==> src/rtl/boot_loader.sv <==
// Byte-stream program loader: receives a length-prefixed, XOR-checksummed image,
// writes it word by word into program RAM and releases the CPU on a good checksum.
module boot_loader #(
    parameter int ADDR_WIDTH = 9,
    parameter int DATA_WIDTH = 32
) (
    input  logic                  clk,
    input  logic                  rst,
    input  logic [7:0]            rx_data,
    input  logic                  rx_valid,
    output logic                  rx_ready,
    output logic                  mem_we,
    output logic [ADDR_WIDTH-1:0] mem_addr,
    output logic [DATA_WIDTH-1:0] mem_data,
    output logic                  cpu_rst,
    output logic                  done,
    output logic                  error
);

    typedef enum logic [2:0] {
        S_LEN_HI,
        S_LEN_LO,
        S_DATA,
        S_CHECK,
        S_RUN,
        S_ERROR
    } state_t;

    localparam logic [16:0] MAX_WORDS = 17'd1 << ADDR_WIDTH;

    state_t                  r_state;
    state_t                  w_next;
    logic [15:0]             r_len;
    logic [1:0]              r_bcnt;
    logic [DATA_WIDTH-9:0]   r_word;
    logic [7:0]              r_csum;
    logic                    r_we;
    logic [ADDR_WIDTH-1:0]   r_addr;
    logic [DATA_WIDTH-1:0]   r_data;

    logic                    w_active;
    logic                    w_xfer;
    logic [15:0]             w_len;
    logic                    w_last_word;

    assign w_active    = (r_state != S_RUN) && (r_state != S_ERROR);
    // rx_ready is gated by rst so it drops the moment reset asserts and rises as soon as it releases
    assign rx_ready    = !rst && w_active;
    assign w_xfer      = rx_valid && rx_ready;
    assign w_len       = {r_len[15:8], rx_data};
    // r_addr still holds the index of the word being assembled when its 4th byte arrives
    assign w_last_word = (16'(r_addr) == r_len - 16'd1);

    assign mem_we   = r_we;
    assign mem_addr = r_addr;
    assign mem_data = r_data;
    assign cpu_rst  = (r_state != S_RUN);
    assign done     = (r_state == S_RUN);
    assign error    = (r_state == S_ERROR);

    always_ff @(posedge clk or posedge rst) begin
        if (rst) r_state <= S_LEN_HI;
        else     r_state <= w_next;
    end

    always_comb begin
        w_next = r_state;
        case (r_state)
            S_LEN_HI: if (w_xfer) w_next = S_LEN_LO;
            S_LEN_LO: begin
                if (w_xfer) begin
                    if (w_len == 16'd0)                 w_next = S_CHECK;
                    else if ({1'b0, w_len} > MAX_WORDS) w_next = S_ERROR;
                    else                                w_next = S_DATA;
                end
            end
            S_DATA:   if (w_xfer && r_bcnt == 2'd3 && w_last_word) w_next = S_CHECK;
            S_CHECK:  if (w_xfer) w_next = (rx_data == r_csum) ? S_RUN : S_ERROR;
            default:  w_next = r_state;
        endcase
    end

    always_ff @(posedge clk or posedge rst) begin
        if (rst) begin
            r_len  <= '0;
            r_bcnt <= '0;
            r_word <= '0;
            r_csum <= '0;
            r_we   <= 1'b0;
            r_addr <= '0;
            r_data <= '0;
        end else begin
            r_we <= 1'b0;
            // advance after a write only if more words follow, so the address never runs past N-1
            if (r_we && r_state == S_DATA) r_addr <= r_addr + 1'b1;
            if (w_xfer) begin
                case (r_state)
                    S_LEN_HI: r_len[15:8] <= rx_data;
                    S_LEN_LO: r_len[7:0]  <= rx_data;
                    S_DATA: begin
                        r_bcnt <= r_bcnt + 2'd1;
                        r_word <= {r_word[DATA_WIDTH-17:0], rx_data};
                        r_csum <= r_csum ^ rx_data;
                        if (r_bcnt == 2'd3) begin
                            r_we   <= 1'b1;
                            r_data <= {r_word, rx_data};
                        end
                    end
                    default: ;
                endcase
            end
        end
    end

endmodule
==> config.mk <==
export PLATFORM = sky130hd
export DESIGN_NAME = boot_loader
export DESIGN_NICKNAME = d
export VERILOG_FILES = /design/src/rtl/boot_loader.sv
export SDC_FILE = /design/constraint.sdc
export NUM_CORES = 1
export LEC_CHECK = 0
export CAP_MARGIN = 25
export CORE_MARGIN = 3
export CORE_UTILIZATION = 54
export CTS_CLUSTER_SIZE = 20
export DETAILED_ROUTE_END_ITERATION = 8
export GPL_TIMING_DRIVEN = 0
export HOLD_SLACK_MARGIN = 0.1
export PLACE_DENSITY = 0.76
export SYNTH_ARGS = -nofsm -noshare
export SYNTH_HDL_FRONTEND = slang
export SYNTH_SLANG_ARGS = --single-unit
==> constraint.sdc <==
create_clock -name clk -period 3.54 [get_ports clk]
set_clock_uncertainty 0.15 [all_clocks]
set_input_delay 0.708 -clock clk [delete_from_list [all_inputs] [get_ports clk]]
set_output_delay 0.708 -clock clk [all_outputs]
set_load 0.005 [all_outputs]
==> results of run 1 <==
-- routing by layer --
| layer | share of wire [%] | vias to the layer above | routed length (um) | global-route usage (%) |
|---|---|---|---|---|
| met3 | 4.5 | 8 | 376 | 4.103 |
| li1 | - | 1378 | - | - |
| met2 | 46 | 71 | 3807 | 32.40 |
| met1 | 49 | 1445 | 4035 | 30.79 |
| met4 | 1.1 | 0 | 91 | 6.619 |
| met5 | 0 | - | 0 | 0 |
-- state kept, by name, indices dropped and copies added (netlist names) --
register	cells
mem_we	1
r_csum	8
r_len	16
r_word	24
mem_data	32
mem_addr	9
r_state	3
r_bcnt	2
-- worst reg2reg max path, stage by stage (launching register included) --
cell and delay [ns]:
sky130_fd_sc_hd__dfrtp_1 0.33, sky130_fd_sc_hd__buf_2 0.18, sky130_fd_sc_hd__nor2b_1 0.35, sky130_fd_sc_hd__nand3_1 0.34
sky130_fd_sc_hd__or4_1 0.60, sky130_fd_sc_hd__nor4_1 0.20, sky130_fd_sc_hd__a21oi_1 0.14, sky130_fd_sc_hd__mux2_4 0.31
-- per-stage QoR --
| step | std cells | hold slack (ns) | utilization [%] | TNS [ns] | power, mW |
|---|---|---|---|---|---|
| floorplan | 366 | 0.2902 | - | 0 | 1.127 |
| global placement | 521 | 0.3070 | 65.60 | -8.516 | 1.154 |
| detailed placement | 524 | 0.3132 | 66.21 | 0 | 1.159 |
| CTS | 540 | 0.3374 | 69.13 | 0 | 1.908 |
| global route | 540 | 0.3575 | 69.13 | 0 | 1.957 |
| finish | 540 | 0.3328 | 69.13 | 0 | 1.896 |
-- final timing paths --
check,startpoint,to,slack (ns),depth (start not counted)
max reg2reg,r_state[1],r_state[0],0.82,7
min in group asynchronous,rst,mem_data[22],0.74,2
max in group asynchronous,rst,r_word[2],1.67,4
min reg2reg,r_word[21],r_word[21],0.33,2
min,r_word[21],r_word[21],0.33,2
max,rst,r_state[0],0.44,7
-- layout by cell type, fill, tap and decap left out, types with 7 or more instances in the layout --
| cell | instances |
|---|---|
| sky130_fd_sc_hd__clkbuf_1 | 11 |
| sky130_fd_sc_hd__xnor2_1 | 19 |
| sky130_fd_sc_hd__dfrtp_1 | 95 |
| sky130_fd_sc_hd__xor2_1 | 15 |
| sky130_fd_sc_hd__nor2_1 | 12 |
| sky130_fd_sc_hd__clkbuf_8 | 11 |
| sky130_fd_sc_hd__nand2_1 | 87 |
| sky130_fd_sc_hd__clkdlybuf4s50_1 | 56 |
| sky130_fd_sc_hd__nor4_1 | 7 |
| sky130_fd_sc_hd__inv_1 | 7 |
| sky130_fd_sc_hd__mux2_2 | 47 |
-- cell families (layout without fill, tap and decap cells) --
family / Yosys count / after routing / share of synthesized area, %
simple gates: 143 / 143 / 15.81
flops: 95 / 95 / 57.33
mux: 48 / 48 / 13.13
xor+xnor: 34 / 34 / 7.182
compound gates: 22 / 22 / 3.530
buf+inv: 21 / 96 / 2.112
fa+ha+maj: 3 / 3 / 0.9053
-- power by group --
group          internal, mW  switching, mW
Sequential             1.08              0
Clock                 0.373          0.387
Combinational        0.0175         0.0345
Total                  1.47          0.421
-- final cells by class --
class	count	area [um2]	share of cell area [%]
clock inverter	5	63.81	1.252
inverter	8	33.78	0.6631
sequential	95	2377	46.66
multi-input combinational	250	1682	33.01
tap	99	123.9	2.431
clock buffer	11	151.4	2.972
buffer	13	57.56	1.130
timing repair buffer	59	605.6	11.89
==> load_flow_metrics.sql, run 1 <==
INSERT INTO impl_metrics (metric_group, metric, value, unit) VALUES
('setup_path', 'cp_slowest_cell', 'sky130_fd_sc_hd__or4_1', ''),
('layout', 'area_growth_syn_to_layout', '22.87', '%'),
('min_path', 'worst_hold_path_type', 'flop to flop', ''),
('pwr', 'pwr_density_cell', '372.1', 'mW/mm2'),
('sta', 'tightestPinTransition', '0.7358', 'ns'),
('synthesis', 'syn-mean-instance-area', '11.33', 'um2'),
('synthesis', 'synth-seq-cells', '95', ''),
('setup_path', 'crit_path_start_kind', 'input pin', ''),
('placed_design', 'dp_worst_setup_slack', '0.1008', 'ns'),
('synthesis', 'synthFlopType', 'sky130_fd_sc_hd__dfrtp_1', ''),
('setup_path', 'crit_fanout', '6', ''),
('sta', 'finalSetupViolCount', '0', ''),
('routing', 'routed-via-count', '2902', ''),
('routing', 'firstDrtPassIters', '4', ''),
('job', 'maxCapViolCount', '0', ''),
('setup_path', 'end_kind', 'flop', ''),
('global_routing', 'global_route_wire_length_before_repair', '14590', 'um'),
('floorplan', 'die_height', '93.63', 'um'),
('pwr', 'ir_worst_vdd', '0.2313', 'mV'),
('routing', 'wl_per_cell', '15.39', 'um'),
('synthesis', 'ys.warnings.count', '0', ''),
('sta', 'slew_violations', '0', ''),
('layout', 'insertedDiodeCount', '0', ''),
('routing', 'postRouteAntennaNets', '0', ''),
('setup_path', 'worstSetupPathType', 'input pin to flop', ''),
('clock_tree', 'clk_transition_reported_paths', '0.10', 'ns'),
('clock_tree', 'worst_skew_pair.late_latency', '0.36', 'ns'),
('global_routing', 'globalRouteTotalUtil', '21.20', '%'),
('floorplan', 'design.die.area', '0.008766', 'mm2'),
('clock_tree', 'h_tree_levels', '3', ''),
('synthesis', 'ys_top_cells_by_count', 'sky130_fd_sc_hd__dfrtp_1 (95), sky130_fd_sc_hd__nand2_1 (87), sky130_fd_sc_hd__mux2_2 (47), sky130_fd_sc_hd__xnor2_1 (19), sky130_fd_sc_hd__xor2_1 (15)', ''),
('synthesis', 'synth.distinct_cells', '37', ''),
('synthesis', 'post-synth-top-count-cell', 'sky130_fd_sc_hd__dfrtp_1', ''),
('floorplan', 'io_pins', '57', ''),
('layout', 'layout.filler_cells', '549', ''),
('layout', 'final_layout_size_suffix_gt1_share', '16.10', '%'),
('routing', 'count_of_unresolved_drc_violations_after_routing', '0', ''),
('clock_tree', 'postCtsSetupBuffers', '0', ''),
('synthesis', 'synth_top_area_share', '57.33', '%'),
('floorplan', 'initial_core_util', '56.26', '%'),
('clock_tree', 'clock_buffers_created_by_tritoncts', '9', ''),
('clock_tree', 'cts.root.buffer_cell', 'sky130_fd_sc_hd__clkbuf_8', ''),
('setup_path', 'worst_ep_required_time', '3.63', 'ns'),
('global_routing', 'grt_start_max_net_pins', '39', ''),
('floorplan', 'core_area', '0.007370', 'mm2'),
('sta', 'post-route-min-period', '3.097', 'ns'),
('synthesis', 'synth.top_cells.by_area', 'sky130_fd_sc_hd__dfrtp_1 (57%), sky130_fd_sc_hd__mux2_2 (13%), sky130_fd_sc_hd__nand2_1 (7.9%)', ''),
('placed_design', 'dp.final_hpwl', '5913', 'um'),
('clock_tree', 'ctsLongestPathBuffers', '2', ''),
('global_routing', 'grt_antenna_before_repair', '0', ''),
('clock_tree', 'cts_hold_buffers', '0', ''),
('status', 'status', 'completed', ''),
('setup_path', 'cp.arrival', '3.19', 'ns'),
('synthesis', 'synth_nets', '380', ''),
('sta', 'hold_violations', '0', ''),
('sta', 'grt_setup_unrepaired', 'false', ''),
('layout', 'finish.instance_area', '0.005095', 'mm2'),
('clock_tree', 'cts_num_sinks', '95', ''),
('sta', 'setup_ws', '0.4425', 'ns'),
('setup_path', 'crit_path_cell_trace', 'clkdlybuf4s50_1, nor3b_1, nand3_1, or4_1, nor4_1, a21oi_1, mux2_4', ''),
('setup_path', 'crit_family', 'simple AND/OR/NAND/NOR gates', ''),
('synthesis', 'postSynth.asyncResetShare', '100.0', '%'),
('routing', 'routed_wirelength', '8310', 'um'),
('synthesis', 'yosys.area.top_type', 'sky130_fd_sc_hd__dfrtp_1', ''),
('synthesis', 'synth_enable_flop_cells', '0', ''),
('setup_path', 'critical_path.n_buffers_inverters', '1', ''),
('clock_tree', 'cts_resized', '0', ''),
('sta', 'finalCritPeriodShare', '87.50', '%'),
('sta', 'fmaxAchievable', '322.8', 'MHz'),
('placed_design', 'placed_cell_area', '0.004880', 'mm2'),
('clock_tree', 'tritoncts', 'built', '');
Power figures use the tool's default switching activity.
==> inputs of run 2 (changes only) <==
--- a/config.mk
+++ b/config.mk
@@ -8,7 +8,6 @@
 export CAP_MARGIN = 25
 export CORE_MARGIN = 3
 export CORE_UTILIZATION = 54
-export CTS_CLUSTER_SIZE = 20
 export DETAILED_ROUTE_END_ITERATION = 8
 export GPL_TIMING_DRIVEN = 0
 export HOLD_SLACK_MARGIN = 0.1
==> results of run 2 <==
The final DEF is identical to that of run 1; final timing and power are the same.
